--- src/rtl/uart_loader.sv ---
// Serial boot loader: receives a little-endian word count and data words over 8N1 UART,
// writes them to memory from address 0, then releases the CPU from reset.
module uart_loader #(
  parameter int unsigned CLK_DIV   = 16,
  parameter int unsigned MAX_WORDS = 256
) (
  input  logic        clk,
  input  logic        resetn,
  input  logic        uart_rx,
  output logic        mem_valid,
  output logic        mem_instr,
  input  logic        mem_ready,
  output logic [31:0] mem_addr,
  output logic [31:0] mem_wdata,
  output logic [3:0]  mem_wstrb,
  output logic        cpu_resetn,
  output logic        load_done,
  output logic        load_err
);

  localparam int unsigned CNT_W  = 16;
  localparam int unsigned WORD_W = 32;
  localparam logic [CNT_W-1:0] HALF_LOAD = CNT_W'(CLK_DIV / 2 - 1);
  localparam logic [CNT_W-1:0] BIT_LOAD  = CNT_W'(CLK_DIV - 1);

  typedef enum logic [1:0] {RX_IDLE, RX_START, RX_BITS, RX_STOP} rx_state_t;
  typedef enum logic [2:0] {HDR, DATA, WRITE, DONE, ERR} ld_state_t;

  assign mem_instr = 1'b0;

  // Two-flop synchronizer plus one history flop for start-edge detection
  logic rx_s1, rx_s2, rx_prev;

  always_ff @(posedge clk) begin
    if (!resetn) begin
      rx_s1   <= 1'b1;
      rx_s2   <= 1'b1;
      rx_prev <= 1'b1;
    end else begin
      rx_s1   <= uart_rx;
      rx_s2   <= rx_s1;
      rx_prev <= rx_s2;
    end
  end

  rx_state_t        rx_state, rx_state_n;
  logic [CNT_W-1:0] rx_cnt, rx_cnt_n;
  logic [2:0]       rx_bit, rx_bit_n;
  logic [7:0]       rx_shift, rx_shift_n;
  logic             byte_valid, byte_valid_n;

  always_ff @(posedge clk) begin
    if (!resetn) begin
      rx_state   <= RX_IDLE;
      rx_cnt     <= '0;
      rx_bit     <= '0;
      rx_shift   <= '0;
      byte_valid <= 1'b0;
    end else begin
      rx_state   <= rx_state_n;
      rx_cnt     <= rx_cnt_n;
      rx_bit     <= rx_bit_n;
      rx_shift   <= rx_shift_n;
      byte_valid <= byte_valid_n;
    end
  end

  // Receiver: mid-bit sampling; a false start or a bad stop bit yields no byte
  always_comb begin
    rx_state_n   = rx_state;
    rx_cnt_n     = rx_cnt;
    rx_bit_n     = rx_bit;
    rx_shift_n   = rx_shift;
    byte_valid_n = 1'b0;
    case (rx_state)
      RX_IDLE: begin
        if (rx_prev && !rx_s2) begin
          rx_state_n = RX_START;
          rx_cnt_n   = HALF_LOAD;
        end
      end
      RX_START: begin
        if (rx_cnt != '0) begin
          rx_cnt_n = rx_cnt - CNT_W'(1);
        end else if (rx_s2) begin
          rx_state_n = RX_IDLE;
        end else begin
          rx_state_n = RX_BITS;
          rx_cnt_n   = BIT_LOAD;
          rx_bit_n   = 3'd0;
        end
      end
      RX_BITS: begin
        if (rx_cnt != '0) begin
          rx_cnt_n = rx_cnt - CNT_W'(1);
        end else begin
          rx_shift_n = {rx_s2, rx_shift[7:1]};
          rx_cnt_n   = BIT_LOAD;
          if (rx_bit == 3'd7) rx_state_n = RX_STOP;
          else                rx_bit_n   = rx_bit + 3'd1;
        end
      end
      RX_STOP: begin
        if (rx_cnt != '0) begin
          rx_cnt_n = rx_cnt - CNT_W'(1);
        end else begin
          rx_state_n   = RX_IDLE;
          byte_valid_n = rx_s2;
        end
      end
      default: rx_state_n = RX_IDLE;
    endcase
  end

  ld_state_t         state, state_n;
  logic [1:0]        byte_cnt, byte_cnt_n;
  logic [23:0]       word, word_n;
  logic [WORD_W-1:0] count, count_n;
  logic [WORD_W-1:0] idx, idx_n;
  logic [WORD_W-1:0] asm_word, idx_inc;
  logic              mem_valid_n, cpu_resetn_n, load_done_n, load_err_n;
  logic [31:0]       mem_addr_n, mem_wdata_n;
  logic [3:0]        mem_wstrb_n;

  assign asm_word = {rx_shift, word};
  assign idx_inc  = idx + WORD_W'(1);

  always_ff @(posedge clk) begin
    if (!resetn) begin
      state      <= HDR;
      byte_cnt   <= '0;
      word       <= '0;
      count      <= '0;
      idx        <= '0;
      mem_valid  <= 1'b0;
      mem_addr   <= '0;
      mem_wdata  <= '0;
      mem_wstrb  <= '0;
      cpu_resetn <= 1'b0;
      load_done  <= 1'b0;
      load_err   <= 1'b0;
    end else begin
      state      <= state_n;
      byte_cnt   <= byte_cnt_n;
      word       <= word_n;
      count      <= count_n;
      idx        <= idx_n;
      mem_valid  <= mem_valid_n;
      mem_addr   <= mem_addr_n;
      mem_wdata  <= mem_wdata_n;
      mem_wstrb  <= mem_wstrb_n;
      cpu_resetn <= cpu_resetn_n;
      load_done  <= load_done_n;
      load_err   <= load_err_n;
    end
  end

  // Loader: bytes shift in from the top so the first byte lands in bits 7:0
  always_comb begin
    state_n      = state;
    byte_cnt_n   = byte_cnt;
    word_n       = word;
    count_n      = count;
    idx_n        = idx;
    mem_valid_n  = mem_valid;
    mem_addr_n   = mem_addr;
    mem_wdata_n  = mem_wdata;
    mem_wstrb_n  = mem_wstrb;
    cpu_resetn_n = cpu_resetn;
    load_done_n  = load_done;
    load_err_n   = load_err;
    case (state)
      HDR: begin
        if (byte_valid) begin
          word_n     = asm_word[31:8];
          byte_cnt_n = byte_cnt + 2'd1;
          if (byte_cnt == 2'd3) begin
            count_n = asm_word;
            if (asm_word == '0) begin
              state_n      = DONE;
              load_done_n  = 1'b1;
              cpu_resetn_n = 1'b1;
            end else if (asm_word > WORD_W'(MAX_WORDS)) begin
              state_n    = ERR;
              load_err_n = 1'b1;
            end else begin
              state_n = DATA;
            end
          end
        end
      end
      DATA: begin
        if (byte_valid) begin
          word_n     = asm_word[31:8];
          byte_cnt_n = byte_cnt + 2'd1;
          if (byte_cnt == 2'd3) begin
            state_n     = WRITE;
            mem_valid_n = 1'b1;
            mem_addr_n  = idx << 2;
            mem_wdata_n = asm_word;
            mem_wstrb_n = 4'hF;
          end
        end
      end
      WRITE: begin
        if (byte_valid) begin
          state_n     = ERR;
          load_err_n  = 1'b1;
          mem_valid_n = 1'b0;
          mem_wstrb_n = 4'h0;
        end else if (mem_ready) begin
          mem_valid_n = 1'b0;
          mem_wstrb_n = 4'h0;
          idx_n       = idx_inc;
          if (idx_inc < count) begin
            state_n = DATA;
          end else begin
            state_n      = DONE;
            load_done_n  = 1'b1;
            cpu_resetn_n = 1'b1;
          end
        end
      end
      DONE: begin
        load_done_n  = 1'b1;
        cpu_resetn_n = 1'b1;
      end
      ERR: begin
        load_err_n   = 1'b1;
        cpu_resetn_n = 1'b0;
        mem_valid_n  = 1'b0;
        mem_wstrb_n  = 4'h0;
      end
      default: state_n = HDR;
    endcase
  end

endmodule

--- config.mk ---
export PLATFORM = sky130hd
export DESIGN_NAME = uart_loader
export DESIGN_NICKNAME = d
export VERILOG_FILES = /design/src/rtl/uart_loader.sv
export SDC_FILE = /design/constraint.sdc
export NUM_CORES = 1
export LEC_CHECK = 0
export BUFFER_PORTS_ARGS = -buffer_cell sky130_fd_sc_hd__buf_4
export CAP_MARGIN = 40
export CELL_PAD_IN_SITES_DETAIL_PLACEMENT = 0
export CELL_PAD_IN_SITES_GLOBAL_PLACEMENT = 1
export CORE_MARGIN = 2
export CORE_UTILIZATION = 45
export DETAILED_ROUTE_END_ITERATION = 16
export GPL_ROUTABILITY_DRIVEN = 0
export PLACE_DENSITY = 0.86
export SLEW_MARGIN = 20
export SYNTH_ARGS = -nofsm -noshare
export SYNTH_HDL_FRONTEND = slang
export SYNTH_SLANG_ARGS = --single-unit
--- constraint.sdc ---
create_clock -name clk -period 3.7 [get_ports clk]
set_input_delay 0.37 -clock clk [delete_from_list [all_inputs] [get_ports clk]]
set_output_delay 0.37 -clock clk [all_outputs]
set_load 0.03 [all_outputs]
## Word-level counts from Yosys, hierarchy flattened

Cells that the tools add are included.
Widths: inputs -> output; s select.

| word-level totals | value |
|---|---|
| flip-flop bits (word level) | 196 |
| bits of input ports | 4 |
| output and inout port bits | 73 |
| word-level logic and storage cells | 140 |

| cells by class | value |
|---|---|
| $add $sub $neg | 4 |
| order comparisons | 2 |
| equality and inequality tests | 30 |
| mux-type cells | 52 |
| bitwise logic cells | 5 |
| reduce and logical (&&, ||, !) cells | 27 |

Operators by type and width:

| operator | number |
|---|---|
| $mux 16 | 5 |
| $pmux 16 s4 | 1 |
| $ne 2x2->1 const B | 19 |
| $mux 3 | 12 |
| $add 32x1->32 const B | 1 |
| $gt 32x9->1 const B | 1 |
| $logic_not 32->1 | 1 |
| $lt 32x32->1 | 1 |
| $mux 4 | 4 |
| $reduce_bool 16->1 | 1 |
| $sub 16x1->16 const B | 1 |
| $mux 1 | 15 |
| $mux 2 | 7 |
| $reduce_and 7->1 | 2 |
| $pmux 3 s4 | 1 |
| $pmux 4 s3 | 1 |
| $reduce_and 3->1 | 4 |
| $reduce_and 6->1 | 2 |
| $reduce_and 5->1 | 2 |
| $pmux 1 s3 | 3 |
| $reduce_bool 3->1 | 3 |
| $pmux 2 s4 | 1 |
| $eq 2x2->1 const B | 3 |
| $eq 3x2->1 const B | 2 |
| other kinds (19) | 27 |

## Logic depth before layout (Yosys ltp)

| logic depth | value |
|---|---|
| depth after elaboration | 6 |
| mapped depth | 12 |
| depth with buffers taken out | 12 |

## Worst setup path before layout

Ideal clock, no wire load.

| path | value |
|---|---|
| path type | register -> register |
| start | register idx[0] |
| end | register cpu_resetn |
| library setup time | 0.142 ns |
| data arrival time | 2.773 ns |
| required time | 3.558 ns |
| path slack | 0.785 ns |
| stages on the path, launching flop included | 12 |
| path buffers | 0 |
| clock period less this slack | 2.915 ns |
| path through | dfxtp_1 > ha_1 > nand3_2 > nor3_4 > nand3_1 > nor2_1 > xor2_1 > ha_1 > and4_1 > a31oi_1 > nor4bb_1 > a32oi_1 |

| between the ends | value |
|---|---|
| word-level cells in the longest chain between the ends | 4 |

RTL lines:

| item | line | text |
|---|---|---|
| start: declaration | 119 | `logic [WORD_W-1:0] idx, idx_n;` |
| start signal: assignment | 147 | `idx <= idx_n;` |
| $add 32x1->32 | 126 | `assign idx_inc = idx + WORD_W'(1);` |
| named net idx_inc[26] | 120 | `logic [WORD_W-1:0] asm_word, idx_inc;` |
| $lt 32x32->1 | 215 | `if (idx_inc < count) begin` |
| $ne 2x2->1 (no line) | - |  |
| $reduce_and 7->1 (no line) | - |  |
| end signal: assignment | 152 | `cpu_resetn <= cpu_resetn_n;` |
| end: declaration | 16 | `output logic cpu_resetn,` |

The timed path passes the listed nets, and every way through them passes these cells.
A chain may end at the register's enable or synchronous reset.

## Worst setup path after layout

| path | value |
|---|---|
| start | register idx[10] |
| end | register cpu_resetn |

The elaborated chain is that of the path after synthesis.

==> metrics.yaml <==
run_status:
  outcome: "complete, no violations"
clocking:
  cts-htree-levels: 4
  root_buffer: "clkbuf_16"
  cts_hold_buf: 0
  clkTransAtPathRegs_ns: 0.07
  cts_tree: "done"
  numCtsBuffers: 17
  clkLatencyLatePin_ns: 0.44
  cts_sinks: 192
  clk_path_buf_depth: 2
setup_path:
  crit_top_cell: "nand3_1"
  max_stage_delay_ns: 0.48
  path_cells: "nand2_1 > nor3b_2 > nand3_1 > nor3_1 > xnor2_1 > ha_1 > and4_1 > nand3_1 > a21oi_1 > nor4bb_2 > a32oi_1"
  reg2reg_depth: 11
  cp.arrival_ns: 3.59
  startpoint_type: "flop"
  crit_slowest_cell: "dfxtp_1"
  critPathBufInv: 0
  crit_type: "reg2reg"
  reg2reg_setup_slack_ns: 0.41
  r2r_end: "cpu_resetn"
  crit_fanout: 8
  critPathCaptureType: "flop"
  crit_family: "simple AND/OR/NAND/NOR gates"
  r2r_start: "idx[10]"
  required_ns: 4.00
floorplan:
  io-pin-count: 77
  start_util_pct: 46.0
  dieArea_um2: 21200
  row_count: 51
  die_h_um: 146
  fp.dieW_um: 146
  core_region_area_um2: 19600
final_layout:
  num_antenna_cells: 0
  area_delta_synth_final_pct: 14.8
  nets: 1228
  final.fill_count: 1948
  drive_gt1_share_pct: 12.4
  fin_util_pct: 52.8
place:
  io_buffers: 73
  dp_hpwl_um: 15000
  place_ws_ns: 0.332
detailed_routing:
  dr.pass1.iters: 6
  wirelength_um: 21300
  routedWlPerCell_um: 14.6
  viasPerCell: 5.36
  drt-initial-drc-count: 410
  vias: 7830
  final_antenna_net_count: 0
  drcViolationCount: 0
logic_synthesis:
  syn_inst: 1141
  synth-edff-count: 0
  avgSynthCellArea_um2: 7.91
  synth.top_cell.area_share_pct: 42.6
  ys_ff_latch: 192
  yosysWarningCount: 0
  ys_top_cells_by_area: "dfxtp_1 43%, nand2_1 12%, a21oi_1 9.2%, ha_1 5.8%, nor2_1 2.8%"
  syn_area_um2: 9020
  synth.largest_area_cell: "dfxtp_1"
  synthArstFlopShare_pct: 0
  synth_ff_type: "dfxtp_1"
  yosysSeqAreaShare_pct: 42.6
  synth_cell_types: 65
sta:
  fin_crit_ns: 3.29
  max_freq_mhz: 304
  timing.final.ws_setup_ns: 0.406
  worst_pin_slew_ns: 0.754
  fin_setup_tns_ns: 0
  skew_ns: 0.0141
  finalMaxSlewViolations: 0
  setup_viol: 0
  max-slew-margin-rel_pct: 49.1
  hold_violations: 0
  rsz0062_at_grt: "no"
  fin_crit_sh_pct: 89.0
job:
  max-cap-violations: 0
pwr:
  p_leak_nw: 3.78
  ir_drop_mv: 0.341
  clkPwrFrac_pct: 36.5
  power_mw: 4.86
  powerDensity_nw_per_um2: 469
  p_switching_mw: 1.52
  p_int_mw: 3.33
  power.share.combinational_pct: 17.9
  power_frac_seq_pct: 45.6
  netSwitchingFraction_pct: 31.4
global_routing:
  antenna_found_initial: 0
  grt_max_degree: 77
  grt-ovfl-total: 0
  grt.total_usage_pct: 19.9
  grt_pass1_vias: 7203
  grt_pass1_wl_um: 35200
min_path:
  hp-start: "uart_rx"
  holdPathEnd: "rx_s1"
  hp-class: "in2reg"
  whs_path_depth: 2
cells in the mapped netlist (2+ instances only):
cell type  count
nor2_1        68
o31ai_1       13
nor2b_1        4
nand3_1       29
inv_1         46
a32oi_1        2
nor4_4         2
o21ai_0       24
a211o_1        2
nor3b_1        2
dfxtp_1      192
nand2_1      284
nand2b_1       6
or3_1         15
nand4_1       19
o211ai_1       2
mux2i_1       10
or4_2          2
ha_1          42
o21a_1         2
xor2_1        29
o31a_1         2
nor3_1         5
nand3b_1       5
or3_2          2
or4b_2         2
clkbuf_1      57
o41ai_1        5
and3_1         3
nor4bb_1       2
a31oi_1        3
buf_4          8
or4_1          7
buf_2          3
nor3_2         2
o211a_1        2
and2_1         4
o221a_2        2
a21boi_0       3
nor4_1        15
a21oi_1      166
or2_2          2
xnor2_1       19
a21o_1         4
and4_1         3
flip-flops by register name, summed over array words and instances, names as in the netlist, 2 cells and up, named ones only:
signal,cells
state,3
word,24
mem_addr,30
mem_wdata,32
byte_cnt,2
count,32
rx_shift,8
rx_cnt,16
idx,32
rx_bit,3
worst max path at each step:
stage	end	depth (start not counted)	slack [ns]	start
finish	cpu_resetn	11	0.41	idx[10]
global route	cpu_resetn	11	0.13	idx[13]
CTS	cpu_resetn	11	0.32	idx[10]
detailed placement	load_done	11	0.33	idx[10]
global placement	cpu_resetn	11	0.49	idx[10]
floorplan	cpu_resetn	11	0.79	idx[0]
metal layers:
metal,part of all wire (%),GRT usage [%],wire [um]
met1,48,26.8,10200
met2,47,32.8,9920
met3,3.9,3.42,835
met4,1.5,6.42,323
met5,0,0,0
cell families after synthesis:
family,share of synthesized area [%]
buffers and inverters,5.16
DFF,42.6
other,0.0416
muxes,1.11
adders and majority gates,5.83
AOI/OAI and AO/OA,15.3
xor gates and xnor gates,4.66
and+or+nand+nor,25.3
metrics by stage:
step           cell area [um2]  std cells  hold WS, ns
2_1_floorplan             9030       1143        0.386
3_3_place_gp              9750       1425        0.393
3_5_place_dp              9760       1426        0.401
4_1_cts                  10300       1458       0.0963
5_1_grt                  10400       1460        0.116
6_report                 10400       1460        0.111
worst reg2reg max path, cell delays in order, from the launching register on:
cell,delay [ns]
dfxtp_1,0.48
nand2_1,0.15
nor3b_2,0.48
nand3_1,0.37
nor3_1,0.32
xnor2_1,0.16
ha_1,0.26
and4_1,0.18
nand3_1,0.13
a21oi_1,0.07
nor4bb_2,0.40
a32oi_1,0.15
power by group through the flow:
| stage | Clock, mW | Combinational, mW | Sequential [mW] |
|---|---|---|---|
| 2_1_floorplan | 0 | 0.691 | 2.24 |
| 5_1_grt | 1.90 | 0.961 | 2.22 |
| 3_5_place_dp | 0 | 0.846 | 2.26 |
| 4_1_cts | 1.82 | 0.850 | 2.21 |
| 3_3_place_gp | 0 | 0.832 | 2.26 |
| 6_report | 1.77 | 0.871 | 2.21 |
final cells by class:
cell class                      instances  area (um2)  share of cell area (%)
Multi-Input combinational cell        836        4740                    45.8
Sequential cell                       192        3840                    37.1
Timing Repair Buffer                   89         688                    6.65
Clock buffer                           17         425                    4.11
Tap cell                              265         332                    3.20
Inverter                               46         175                    1.69
Clock inverter                         15         145                    1.40
cells in the final DEF, fill, tap and decap left out, types with 5 or more instances in the layout:
cell and count:
nand4_1 19, xnor2_1 19, nor2_1 66, dfxtp_1 192
nor3_1 5, buf_4 87, nand3_1 29, xor2_1 29
nand2b_1 6, or4_1 7, o41ai_1 5, ha_1 42
a21oi_1 166, o31ai_1 13, clkbuf_16 17, or3_1 15
inv_1 45, mux2i_1 10, nand3b_1 5, nor4_1 15
o21ai_0 24, nand2_1 283
repair_timing:
action                     4_1_cts  5_1_grt
setup endpoints to repair        0        1
gates resized for setup          0        1
buffers inserted                 0        0
(Power assumes the default switching activity.)
